**config.mk**
```make
export PLATFORM = sky130hd
export DESIGN_NAME = uart_tx_sequencer_flat
export DESIGN_NICKNAME = d
export VERILOG_FILES = /design/src/rtl/uart_tx_sequencer_if.sv /design/src/rtl/uart_tx_sequencer.sv /design/src/flat_wrapper.sv
export SDC_FILE = /design/constraint.sdc
export NUM_CORES = 1
export LEC_CHECK = 0
export ABC_CLOCK_PERIOD_IN_PS = 5400
export BUFFER_PORTS_ARGS = -buffer_cell sky130_fd_sc_hd__buf_2
export CAP_MARGIN = 20
export CORE_ASPECT_RATIO = 0.8
export CORE_UTILIZATION = 42
export CTS_BUF_LIST = sky130_fd_sc_hd__clkbuf_8 sky130_fd_sc_hd__clkbuf_16
export DETAILED_ROUTE_END_ITERATION = 6
export PLACE_DENSITY = 0.58
export SETUP_SLACK_MARGIN = 0.5
export SYNTH_ARGS = -nofsm -noshare
export SYNTH_HDL_FRONTEND = slang
export SYNTH_SLANG_ARGS = --single-unit
export TNS_END_PERCENT = 100
```
**constraint.sdc**
```tcl
create_clock -name clock -period 5.4 [get_ports clock]
set_clock_uncertainty 0.2 [all_clocks]
set_input_delay 0.27 -clock clock [delete_from_list [all_inputs] [get_ports clock]]
set_output_delay 0.27 -clock clock [all_outputs]
set_load 0.01 [all_outputs]
```
**src/rtl/uart_tx_sequencer_if.sv**
```systemverilog
// Byte-stream input and UART register-bus signals of uart_tx_sequencer.
// The sequencer uses the master modport; the upstream source and UART side use slave.
interface uart_tx_sequencer_if #(
    parameter int unsigned DEPTH = 8
);
    localparam int unsigned LW = $clog2(DEPTH) + 1;

    logic          in_valid;
    logic [7:0]    in_byte;
    logic          in_ready;
    logic          busy;
    logic [LW-1:0] level;
    logic          uart_cs;
    logic          uart_rd;
    logic          uart_wr;
    logic [2:0]    uart_addr;
    logic [7:0]    uart_wdata;
    logic [7:0]    uart_rdata;

    modport master (
        input  in_valid, in_byte, uart_rdata,
        output in_ready, busy, level,
        output uart_cs, uart_rd, uart_wr, uart_addr, uart_wdata
    );

    modport slave (
        output in_valid, in_byte, uart_rdata,
        input  in_ready, busy, level,
        input  uart_cs, uart_rd, uart_wr, uart_addr, uart_wdata
    );
endinterface

```
**src/rtl/uart_tx_sequencer.sv**
```systemverilog
// Buffers a byte stream and feeds the UART Tx register: poll control reg (addr 0) until idle, then write addr 2.
// Defining UART_TX_CRLF_EN inserts a 0x0D write ahead of every 0x0A byte.
module uart_tx_sequencer #(
    parameter int unsigned DEPTH    = 8,
    parameter int unsigned BUSY_BIT = 1,
    parameter int unsigned POLL_GAP = 4
) (
    input  logic                clock,
    input  logic                reset,
    uart_tx_sequencer_if.master bus
);
    localparam int unsigned PW = $clog2(DEPTH);
    localparam int unsigned LW = PW + 1;
    localparam int unsigned GW = $clog2(POLL_GAP + 1);
    localparam logic [2:0]  BB = 3'(BUSY_BIT);

    typedef enum logic [2:0] {
        S_IDLE,
        S_POLL_SETUP,
        S_POLL_READ,
        S_POLL_SAMPLE,
        S_POLL_WAIT,
        S_WRITE_SETUP,
        S_WRITE_STROBE,
        S_WRITE_DONE
    } state_t;

    logic [7:0]    r_mem [DEPTH];
    logic [PW-1:0] r_wptr;
    logic [PW-1:0] r_rptr;
    logic [LW-1:0] r_level;

    state_t        r_state;
    logic          r_cs;
    logic          r_rd;
    logic          r_wr;
    logic [2:0]    r_addr;
    logic [7:0]    r_wdata;
    logic [GW-1:0] r_gap;
    logic          r_tx_busy;

    logic          w_in_ready;
    logic          w_empty;
    logic          w_push;
    logic          w_pop;
    logic          w_start_write;
    logic [7:0]    w_head;
    logic [7:0]    w_tx_byte;

    assign w_in_ready    = (r_level != LW'(DEPTH));
    assign w_empty       = (r_level == '0);
    assign w_push        = bus.in_valid & w_in_ready;
    assign w_head        = r_mem[r_rptr];
    assign w_start_write = (r_state == S_POLL_SAMPLE) && !r_tx_busy;

`ifdef UART_TX_CRLF_EN
    logic r_cr_sent;
    logic w_insert_cr;

    // A 0x0A head is written twice: first as 0x0D (kept in FIFO), then as itself (popped).
    assign w_insert_cr = (w_head == 8'h0A) && !r_cr_sent;
    assign w_tx_byte   = w_insert_cr ? 8'h0D : w_head;
    assign w_pop       = w_start_write & ~w_insert_cr;

    always_ff @(posedge clock or negedge reset) begin
        if (!reset) begin
            r_cr_sent <= 1'b0;
        end else if (w_start_write) begin
            r_cr_sent <= w_insert_cr;
        end
    end
`else
    assign w_tx_byte = w_head;
    assign w_pop     = w_start_write;
`endif

    always_ff @(posedge clock) begin
        if (w_push) begin
            r_mem[r_wptr] <= bus.in_byte;
        end
    end

    always_ff @(posedge clock or negedge reset) begin
        if (!reset) begin
            r_wptr  <= '0;
            r_rptr  <= '0;
            r_level <= '0;
        end else begin
            if (w_push) begin
                r_wptr <= r_wptr + PW'(1);
            end
            if (w_pop) begin
                r_rptr <= r_rptr + PW'(1);
            end
            case ({w_push, w_pop})
                2'b10:   r_level <= r_level + LW'(1);
                2'b01:   r_level <= r_level - LW'(1);
                default: r_level <= r_level;
            endcase
        end
    end

    // Outputs are loaded on the edge entering each state; cs stays low through the
    // sample/done cycles so it brackets every strobe by one cycle on each side.
    always_ff @(posedge clock or negedge reset) begin
        if (!reset) begin
            r_state   <= S_IDLE;
            r_cs      <= 1'b1;
            r_rd      <= 1'b1;
            r_wr      <= 1'b1;
            r_addr    <= '0;
            r_wdata   <= '0;
            r_gap     <= '0;
            r_tx_busy <= 1'b0;
        end else begin
            case (r_state)
                S_IDLE: begin
                    if (!w_empty) begin
                        r_state <= S_POLL_SETUP;
                        r_cs    <= 1'b0;
                        r_addr  <= 3'd0;
                    end
                end
                S_POLL_SETUP: begin
                    r_state <= S_POLL_READ;
                    r_rd    <= 1'b0;
                end
                S_POLL_READ: begin
                    r_state   <= S_POLL_SAMPLE;
                    r_rd      <= 1'b1;
                    r_tx_busy <= bus.uart_rdata[BB];
                end
                S_POLL_SAMPLE: begin
                    if (r_tx_busy) begin
                        r_state <= S_POLL_WAIT;
                        r_cs    <= 1'b1;
                        r_gap   <= GW'(POLL_GAP);
                    end else begin
                        r_state <= S_WRITE_SETUP;
                        r_addr  <= 3'd2;
                        r_wdata <= w_tx_byte;
                    end
                end
                S_POLL_WAIT: begin
                    r_gap <= r_gap - GW'(1);
                    if (r_gap == GW'(1)) begin
                        r_state <= S_POLL_SETUP;
                        r_cs    <= 1'b0;
                        r_addr  <= 3'd0;
                    end
                end
                S_WRITE_SETUP: begin
                    r_state <= S_WRITE_STROBE;
                    r_wr    <= 1'b0;
                end
                S_WRITE_STROBE: begin
                    r_state <= S_WRITE_DONE;
                    r_wr    <= 1'b1;
                end
                S_WRITE_DONE: begin
                    r_state <= S_IDLE;
                    r_cs    <= 1'b1;
                end
                default: begin
                    r_state <= S_IDLE;
                    r_cs    <= 1'b1;
                    r_rd    <= 1'b1;
                    r_wr    <= 1'b1;
                end
            endcase
        end
    end

    assign bus.in_ready   = w_in_ready;
    assign bus.level      = r_level;
    assign bus.busy       = !w_empty || (r_state != S_IDLE);
    assign bus.uart_cs    = r_cs;
    assign bus.uart_rd    = r_rd;
    assign bus.uart_wr    = r_wr;
    assign bus.uart_addr  = r_addr;
    assign bus.uart_wdata = r_wdata;
endmodule

```
**src/flat_wrapper.sv**
```systemverilog
// flat-port wrapper written by rule: the top's interface ports become plain ports
module uart_tx_sequencer_flat 
#(
    parameter int unsigned DEPTH    = 8,
    parameter int unsigned BUSY_BIT = 1,
    parameter int unsigned POLL_GAP = 4
)
  (clock, reset, bus_in_valid, bus_in_byte, bus_uart_rdata, bus_in_ready, bus_busy, bus_level, bus_uart_cs, bus_uart_rd, bus_uart_wr, bus_uart_addr, bus_uart_wdata);
  uart_tx_sequencer_if #(.DEPTH(DEPTH)) bus_i ();
  input  logic clock;
  input  logic reset;
  input wire logic [$bits(bus_i.in_valid)-1:0] bus_in_valid;
  input wire logic [$bits(bus_i.in_byte)-1:0] bus_in_byte;
  input wire logic [$bits(bus_i.uart_rdata)-1:0] bus_uart_rdata;
  output wire logic [$bits(bus_i.in_ready)-1:0] bus_in_ready;
  output wire logic [$bits(bus_i.busy)-1:0] bus_busy;
  output wire logic [$bits(bus_i.level)-1:0] bus_level;
  output wire logic [$bits(bus_i.uart_cs)-1:0] bus_uart_cs;
  output wire logic [$bits(bus_i.uart_rd)-1:0] bus_uart_rd;
  output wire logic [$bits(bus_i.uart_wr)-1:0] bus_uart_wr;
  output wire logic [$bits(bus_i.uart_addr)-1:0] bus_uart_addr;
  output wire logic [$bits(bus_i.uart_wdata)-1:0] bus_uart_wdata;
  assign bus_i.in_valid = bus_in_valid;
  assign bus_i.in_byte = bus_in_byte;
  assign bus_i.uart_rdata = bus_uart_rdata;
  assign bus_in_ready = bus_i.in_ready;
  assign bus_busy = bus_i.busy;
  assign bus_level = bus_i.level;
  assign bus_uart_cs = bus_i.uart_cs;
  assign bus_uart_rd = bus_i.uart_rd;
  assign bus_uart_wr = bus_i.uart_wr;
  assign bus_uart_addr = bus_i.uart_addr;
  assign bus_uart_wdata = bus_i.uart_wdata;
  uart_tx_sequencer #(.DEPTH(DEPTH), .BUSY_BIT(BUSY_BIT), .POLL_GAP(POLL_GAP)) u_core (.clock(clock), .reset(reset), .bus(bus_i));
endmodule
```
# [Word-level counts from Yosys, hierarchy flattened]
# Memory sizes are Yosys's and may differ from the RTL's. A register that Yosys moved wholly into a read port is not among the register bits.
# Index checks and enable logic that the tools add are counted.
# Widths: inputs -> output; s select.
[totals] mem_bits_rw=64 inputBits=19 memories=1 ff_bits=23
[classes] addsub=5 mux=19 bitwise_logic=2 eq_ne=15 reduce_logical=19
[memory_table] name="u_core.r_mem" depth=8 word_bits=8 read_ports=1 rd_clocked_by_memory_dff=1 wr=1 line="uart_tx_sequencer.sv:28" rtl="logic [7:0] r_mem [DEPTH];"
[ops] operator="$pmux 3 s8" count=1
[ops] operator="$mux 3" count=6
[ops] operator="$eq 3x3->1 const B" count=4
[ops] operator="$pmux 3 s3" count=1
[ops] operator="$pmux 4 s2" count=1
[ops] operator="$reduce_and 4->1" count=2
[ops] operator="$reduce_bool 2->1" count=4
[ops] operator="$add 3x1->3 const B" count=2
[ops] operator="$eq 3x1->1 const B" count=2
[ops] operator="$eq 3x2->1 const B" count=2
[ops] operator="$mux 1" count=6
[ops] operator="$pmux 3 s2" count=1
[ops] operator="$reduce_and 2->1" count=3
[ops] operator="$reduce_bool 3->1" count=2
[ops] operator="$add 4x1->4 const B" count=1
[ops] operator="$logic_not 4->1" count=1
[ops] operator="$ne 2x1->1 const B" count=2
[ops] operator="$ne 2x2->1 const B" count=2
[ops] operator="$ne 4x4->1 const B" count=1
[ops] operator="$pmux 1 s2" count=2
[ops] operator="$pmux 1 s4" count=1
[ops] operator="$reduce_bool 4->1" count=1
[ops] operator="$sub 4x1->4 const B" count=1
[ops] operator="$logic_not 1->1" count=3
[ops] operator="other kinds (8)" count=8

# [Longest topological paths before layout]
# Gate-level depths: netlist of the first run.
[depth] word_depth=4 ltp_mapped=12 ltp_nobuf=11

# [Worst setup path after synthesis of the first run]
# OpenSTA, ideal clock, no wires.
[synth_path] kind="flip-flop to flip-flop" startpoint="register u_core.r_state[1]" endpoint="register u_core.r_level[2], in the netlist u_core.bus.level[2]" period_less_slack_ns=2.432 path_buffers=1 path_stages_with_launch=13 setup_slack_ns=2.968 t_arrival_ns=2.102 cell_sequence="dfrtp_1 -> ha_1 -> nand2b_4 -> or2_1 -> inv_2 -> buf_2 -> ha_1 -> xor2_1 -> ha_1 -> a21oi_1 -> xor2_1 -> nor2_1 -> xor2_1"
[synth_between] elab_chain_len=4 word_cells_on_any_way=6
[synth_rtl] item="from (decl)" line="uart_tx_sequencer.sv:33" rtl="state_t r_state;"
[synth_rtl] item="from (signal assigned)" line="uart_tx_sequencer.sv:107" rtl="r_state <= S_IDLE;"
[synth_rtl] item="from (signal assigned)" line="uart_tx_sequencer.sv:119" rtl="r_state <= S_POLL_SETUP;"
[synth_rtl] item="from (signal assigned)" line="uart_tx_sequencer.sv:125" rtl="r_state <= S_POLL_READ;"
[synth_rtl] item="$eq 3x2->1 *" line="uart_tx_sequencer.sv:54" rtl="assign w_start_write = (r_state == S_POLL_SAMPLE) && !r_tx_busy;"
[synth_rtl] item="$logic_and 1x1->1 *" line="uart_tx_sequencer.sv:54"
[synth_rtl] item="via u_core.w_pop" line="uart_tx_sequencer.sv:45" rtl="logic w_pop;"
[synth_rtl] item="$eq 2x1->1 or $eq 2x2->1 (tied branches)" line="uart_tx_sequencer.sv:95" rtl="case ({w_push, w_pop})"
[synth_rtl] item="$pmux 4 s2 or $reduce_bool 2->1 (tied branches)"
[synth_rtl] item="to (signal assigned)" line="uart_tx_sequencer.sv:96" rtl="2'b10: r_level <= r_level + LW'(1);"
[synth_rtl] item="to (signal assigned)" line="uart_tx_sequencer.sv:97" rtl="2'b01: r_level <= r_level - LW'(1);"
[synth_rtl] item="to (signal assigned)" line="uart_tx_sequencer.sv:98" rtl="default: r_level <= r_level;"
[synth_rtl] item="to (decl)" line="uart_tx_sequencer.sv:31" rtl="logic [LW-1:0] r_level;"
# Mark *: on every way through the listed nets, which the timed path passes. The rest lies on a longest branch.
# A chain may end at the register's enable or synchronous reset.

# [Worst setup path in the final report of the first run]
[layout_path] startpoint="register u_core.r_state[2]" endpoint="register u_core.r_level[2], in the netlist u_core.bus.level[2]"
[layout_between] elab_chain_len=4 word_cells_on_any_way=6
[layout_rtl] item="$eq 3x2->1 *" line="uart_tx_sequencer.sv:54"
[layout_rtl] item="$logic_and 1x1->1 *" line="uart_tx_sequencer.sv:54"
[layout_rtl] item="$eq 2x1->1 or $eq 2x2->1 (tied branches)" line="uart_tx_sequencer.sv:95"
[layout_rtl] item="$pmux 4 s2 or $reduce_bool 2->1 (tied branches)"
# Mark *: on every way between the ends. The rest lies on a longest branch, timed or not.

==> reports/metrics.csv, run 1 <==
stage,metric,value,unit
synth,async_reset_ff_frac,0.312,
drt,wl,7.42,mm
clocking,clock_path_buffers,2,
worst_setup_path,reg2reg_depth,10,
sta,grt_setup_unrepaired,false,
worst_hold_path,min_path_type,input pin to flip-flop,
worst_setup_path,crit_chain,nand2b_4 > or2_1 > inv_2 > ha_1 > xor2_1 > ha_1 > a21oi_1 > xor2_1 > nor2_1 > xor2_1,
placed_design,dp_hpwl,4.54,mm
floorplan,core,0.00915,sq mm
drt,drt_iter0_markers,158,
cells_and_area,area_growth_syn_to_layout,15.6,%
cells_and_area,layout_commonest_cell,edfxtp_1,
cells_and_area,multi_input_area,0.00127,sq mm
worst_setup_path,critical_path.max_stage_delay,610,ps
clocking,htreeDepth,3,
clocking,clock-root-buffer,clkbuf_16,
sta,fin_setup_tns,0,ps
cells_and_area,fillers,776,
worst_setup_path,worstSetupStartpointType,flip-flop,
worst_setup_path,crit_required,5420,ps
worst_setup_path,cp-end-kind,flip-flop,
sta,relSlewSlack,0.311,
worst_setup_path,cp_common_cell,xor2_1,
synth,synth.avg_cell_area,14.3,sq um
cells_and_area,finalNetCount,351,
synth,synth_top_cell_area_share,0.480,
drt,firstDrtPassIters,7,
clocking,path_clk_slew,70,ps
worst_setup_path,critPathMaxFanout,14,
outcome,failed_checks,design-rule violations,
global_route,grt_pass1_wl,11.2,mm
worst_setup_path,slowest_stage,dfrtp_1,
floorplan,die_w,111,microns
placed_design,place.gp.congestion,0.682,
job,drv_cap,0,
drt,wire_per_inst,16.9,microns
power_and_ir_drop,vdd_ir_drop_max,0.000237,V
power_and_ir_drop,p_leak,1.86,nW
floorplan,rows,31,
drt,vias_per_cell,5.08,
synth,synth_area_leaders,"edfxtp_1 48%, dfrtp_1 16%, mux2i_1 8.3%",
global_route,antenna_found_initial,0,
clocking,cts.sinks,93,
sta,period_share,0.567,
worst_setup_path,crit_arrival,3090,ps
clocking,cts_tree,built,
placed_design,portBuffers,29,
cells_and_area,seq_area,0.00265,sq mm
sta,tightest_slew,1030,ps
cells_and_area,layout_common_cells,"64 x edfxtp_1, 33 x mux2i_1, 32 x nand2_1",
synth,syn_area,0.00400,sq mm
floorplan,ioPinCount,39,
clocking,insertion_delay,340,ps
drt,vias,2228,
cells_and_area,drive_above_1_share,0.204,
global_route,grt_pass1_vias,1993,
floorplan,dieArea,0.00992,sq mm
synth,ys_seq_area_frac,0.663,
synth,syn-instance-count,279,
sta,max_clock_freq,326,MHz
worst_hold_path,whs_path_depth,1,
cells_and_area,diodes,0,
clocking,post_cts_buffers,0,
global_route,grtUsageTotal,0.160,
floorplan,start_util,0.437,
drt,antenna_left,0,
cells_and_area,fin_util,0.505,
power_and_ir_drop,power_density,549,mW/mm^2
synth,yosysWarnings,0,
global_route,grt-ovfl-total,0,
drt,drc,2,
outcome,status,finished with violations,
sta,finalMaxSlewViolations,0,
sta,finalHoldViolations,0,
synth,synth-seq-cells,93,
synth,yosysUniqueCellTypes,42,
clocking,numCtsBuffers,9,
synth,synth_edf_count,64,
sta,setup_viol,0,
sta,min_period,3060,ps
synth,synth_largest_area_cell,edfxtp_1,
worst_setup_path,critical_path_class,flip-flop to flip-flop,
global_route,grt_max_degree,35,
floorplan,dieHeight,89.3,microns
synth,yosys_most_used_dff,edfxtp_1,
[power breakdown]
| part | internal (mW) | leakage (nW) | total (mW) | switching [mW] |
|---|---|---|---|---|
| sequential | 0.955 | 0.926 | 1.15 | 0.194 |
| clock | 0.323 | 0.143 | 0.605 | 0.282 |
| combinational | 0.373 | 0.786 | 0.784 | 0.411 |
| total | 1.65 | 1.86 | 2.54 | 0.887 |
[layout make-up]
type	instances	area share
Clock buffer	9	0.0487
Clock inverter	7	0.0138
Inverter	6	0.00487
Multi-Input combinational cell	169	0.275
Sequential cell	93	0.573
Tap cell	115	0.0311
Timing Repair Buffer	40	0.0535
[per-stage QoR]
stage               std cells  area, sq um  power (mW)  hold slack [ps]  setup slack [ps]
floorplan                 280         4010        1.72             -226              2970
global placement          415         4260        1.94              176              2330
detailed placement        415         4260        1.95              181              2310
CTS                       439         4630        2.57            0.757              2290
global route              439         4630        2.70             3.32              2080
finish                    439         4630        2.54             11.1              2340
[synthesized netlist by cell type (2+ instances only)]
library cell,n
edfxtp_1,64
mux2i_1,33
nand2_1,32
dfrtp_1,26
a22oi_1,17
ha_1,13
nand3_1,10
nor2_1,7
xor2_1,6
inv_1,5
nor2b_1,5
o21ai_0,5
xnor2_1,5
a21oi_1,4
buf_2,4
nor3_1,4
buf_4,3
dfstp_2,3
mux2_2,3
nand2b_1,3
and2b_1,2
buf_6,2
clkbuf_1,2
nor3_2,2
nor4_1,2
[state kept, by name, indices dropped and copies added, names as in the netlist]
register and count:
u_core.r_wptr 3, u_core.bus.uart_wr 1, u_core.bus.level 4, u_core.r_rptr 3, u_core.bus.uart_wdata 8, u_core.r_mem 64, u_core.bus.uart_addr 1, u_core.bus.uart_cs 1
u_core.r_state 3, u_core.r_tx_busy 1, u_core.bus.uart_rd 1, u_core.r_gap 3
[worst max-delay path, delay by kind of cell (launching register included)]
family	cells	cell delay (ps)
and+or+nand+nor	3	710
adders and majority gates	2	520
DFF	1	610
buffers and inverters	1	280
xor gates and xnor gates	3	480
AOI/OAI and AO/OA	1	140
[metal layers]
metal | GRT usage | wire [microns]
met5 | 0 | 0
met2 | 0.237 | 3560
met4 | 0.0516 | 25
met1 | 0.224 | 3470
met3 | 0.0529 | 368
[repair_timing]
action                                 in CTS  in global routing
endpoints found under the hold margin      75                  0
resized for setup                           0                  0
hold buffers                                8                  0
setup endpoints to repair                   0                  0
[cell families (layout without fill, tap and decap cells)]
family          count (synthesis)  in the layout  synth area share
buf+inv                        18             62            0.0247
compound gates                 32             32            0.0569
xor+xnor                       11             11            0.0241
other cells                     1              2          0.000937
mux                            38             38            0.0976
fa+ha+maj                      13             13            0.0407
simple gates                   73             73            0.0926
flops                          93             93             0.663
[final timing paths]
path | start | endpoint | slack, ps
max | u_core.r_state[2] | u_core.bus.level[2] | 2340
min | bus_in_byte[7] | u_core.r_mem[5][7] | 10
max reg2reg | u_core.r_state[2] | u_core.bus.level[2] | 2340
min reg2reg | u_core.bus.uart_wdata[4] | u_core.bus.uart_wdata[4] | 270
max in group asynchronous | reset | u_core.r_rptr[0] | 4180
min in group asynchronous | reset | u_core.bus.level[1] | 320
Note: power is estimated with default switching activity, not from simulation.
==> run 2: changes to the inputs <==
Settings changed: ABC_CLOCK_PERIOD_IN_PS 5400 to 2800, PLACE_DENSITY 0.58 to 0.6.
Clock period 5.4 ns to 2.8 ns, I/O delays scaled along.
==> run 2 against run 1 <==
Net effect: the run still ends with design-rule violations left; clock power up 130%; cell area up 5.9%; first-iteration DRC count down 29%; non-clock buffer count up 21; critical path depth down 3; sequential cell count unchanged; die area unchanged; via count up 4.8%; sequential power up 86%; cell count up 4.8%; count of clock-buffer cells in the layout up 1; global-route usage down 0.43 points; critical endpoint is now bus_busy.
==> reports/metrics.csv, run 2 (synthesis gave the netlist of run 1 again) <==
stage,metric,value,unit
worst_setup_path,critical_path.max_stage_delay,420,ps
cells_and_area,diodes,0,
drt,wire_per_inst,15.6,microns
sta,period_share,0.793,
clocking,clock_path_buffers,2,
clocking,cts_tree,built,
drt,vias,2336,
power_and_ir_drop,power_density,1090,mW/mm^2
sta,tightest_slew,753,ps
worst_setup_path,setup.worst_path.end,bus_busy,
drt,drt_iter0_markers,112,
floorplan,rows,31,
worst_setup_path,r2r_slack,590,ps
floorplan,core,0.00915,sq mm
sta,grt_setup_unrepaired,true,
cells_and_area,design_area,0.00490,sq mm
floorplan,dieHeight,89.3,microns
sta,max_clock_freq,451,MHz
worst_setup_path,r2r-start,u_core.r_state[0],
worst_setup_path,r2r-end,u_core.bus.level[2],
placed_design,place_area,0.00434,sq mm
global_route,grtUsageTotal,0.156,
global_route,grt_pass1_wl,11.2,mm
placed_design,place.gp.congestion,0.708,
clocking,numCtsBuffers,9,
power_and_ir_drop,vdd_ir_drop_max,0.000465,V
worst_setup_path,crit_required,2460,ps
sta,setup_viol,0,
placed_design,portBuffers,29,
cells_and_area,largest_register_ffs,64,
clocking,cts.sinks,93,
sta,finalHoldViolations,0,
cells_and_area,finalNetCount,372,
cells_and_area,layout_common_cells,"64 x edfxtp_1, 33 x mux2i_1, 31 x nand2_1",
sta,finalMaxSlewViolations,0,
global_route,met2_usage,0.260,
placed_design,pre_cts_ws,396,ps
cells_and_area,seq_area,0.00266,sq mm
job,drv_cap,0,
global_route,grt-ovfl-total,0,
worst_setup_path,crit_arrival,1880,ps
worst_setup_path,reg2reg_depth,11,
cells_and_area,top_register,u_core.r_mem,
worst_setup_path,crit_chain,buf_4 > buf_4 > inv_1 > ha_2 > nor3b_2 > nand2_1 > buf_2,
clocking,insertion_delay,340,ps
worst_setup_path,cp-end-kind,output port,
floorplan,dieArea,0.00992,sq mm
floorplan,start_util,0.437,
outcome,failed_checks,design-rule violations,
drt,antenna_left,0,
clocking,clock-root-buffer,clkbuf_16,
global_route,gr-usage-met3,0.0420,
floorplan,ioPinCount,39,
placed_design,dp_hpwl,4.65,mm
cells_and_area,area_growth_syn_to_layout,22.4,%
power_and_ir_drop,p_leak,1.98,nW
global_route,grt_max_degree,30,
floorplan,die_w,111,microns
sta,fin_setup_tns,0,ps
worst_setup_path,critical_path_class,flip-flop to output port,
worst_hold_path,min_path_type,input pin to async pin,
cells_and_area,layout_commonest_cell,edfxtp_1,
worst_setup_path,cp_common_cell,buf_4,
worst_setup_path,worstSetupStartpointType,flip-flop,
sta,relSlewSlack,0.497,
drt,vias_per_cell,5.08,
cells_and_area,fillers,765,
cells_and_area,drive_above_1_share,0.264,
outcome,status,finished with violations,
drt,drc,9,
sta,fin_ws,581,ps
sta,min_period,2220,ps
global_route,grtUsageMet1,0.199,
worst_setup_path,cp-startpoint,u_core.r_state[0],
global_route,grt_pass1_vias,2148,
drt,firstDrtPassIters,7,
global_route,antenna_found_initial,0,
clocking,path_clk_slew,70,ps
global_route,grt_most_used_layer,met2,
clocking,htreeDepth,3,
cells_and_area,multi_input_area,0.00131,sq mm
worst_setup_path,critPathMaxFanout,5,
drt,wl,7.17,mm
worst_setup_path,slowest_stage,dfrtp_1,
run 2: cell types whose count changed in the layout (fill, tap and decap cells not counted), sizes merged:
cell	previous run	this run
buf	32	50
bufinv	0	3
clkbuf	9	10
clkinv	2	1
dlygate4sd3	8	11
inv	11	8
run 2: critical path: cells and delay by family (launching register included):
family,cells,cell delay (ps)
adder cells (fa/ha/maj),1,250
buffers and inverters,4,540
flip-flops,1,420
AND/OR/NAND/NOR,2,330
run 2: final cells by class:
type | count | share of cell area
clock buffers | 10 | 0.0488
clock inverters | 6 | 0.0238
inverters | 6 | 0.00511
multi-input cells | 169 | 0.267
flip-flops and latches | 93 | 0.542
well taps | 115 | 0.0294
repair buffers | 61 | 0.0843
run 2: worst min-delay path by stage:
stage / to / slack [ps] / depth (start not counted)
5_1_grt: u_core.r_gap[0] / 290 / 2
6_report: u_core.r_wptr[0] / 220 / 2
3_3_place_gp: u_core.bus.level[0] / 30 / 1
3_5_place_dp: u_core.bus.level[1] / 40 / 1
2_1_floorplan: u_core.bus.level[0] / -360 / 0
4_1_cts: u_core.r_gap[0] / 220 / 2
run 2: stage by stage:
step / utilization / hold slack (ps) / cells / power [mW]
final: 0.535 / 219 / 460 / 5.32
after global routing: 0.535 / 288 / 460 / 5.64
after CTS: 0.528 / 215 / 455 / 5.29
after detailed placement: 0.474 / 39.5 / 425 / 3.81
after global placement: 0.473 / 33.6 / 424 / 3.77
after floorplan: - / -356 / 280 / 3.34
run 2: repair_timing:
item,4_1_cts,5_1_grt
buffers inserted,3,5
gates resized for setup,3,7
endpoints found under the hold margin,93,0
hold buffers,11,0
pin swaps,0,6
setup endpoints to repair,3,2
run 2: power breakdown:
group	switching, mW	internal, mW	total [mW]
Clock	0.505	0.904	1.41
Combinational	0.927	0.849	1.78
Sequential	0.291	1.84	2.14
run 2: per-layer routing:
layer	part of all wire	wire length, microns
met1	0.47	3360
met2	0.48	3470
met3	0.030	213
met4	0.018	131
met5	0	0
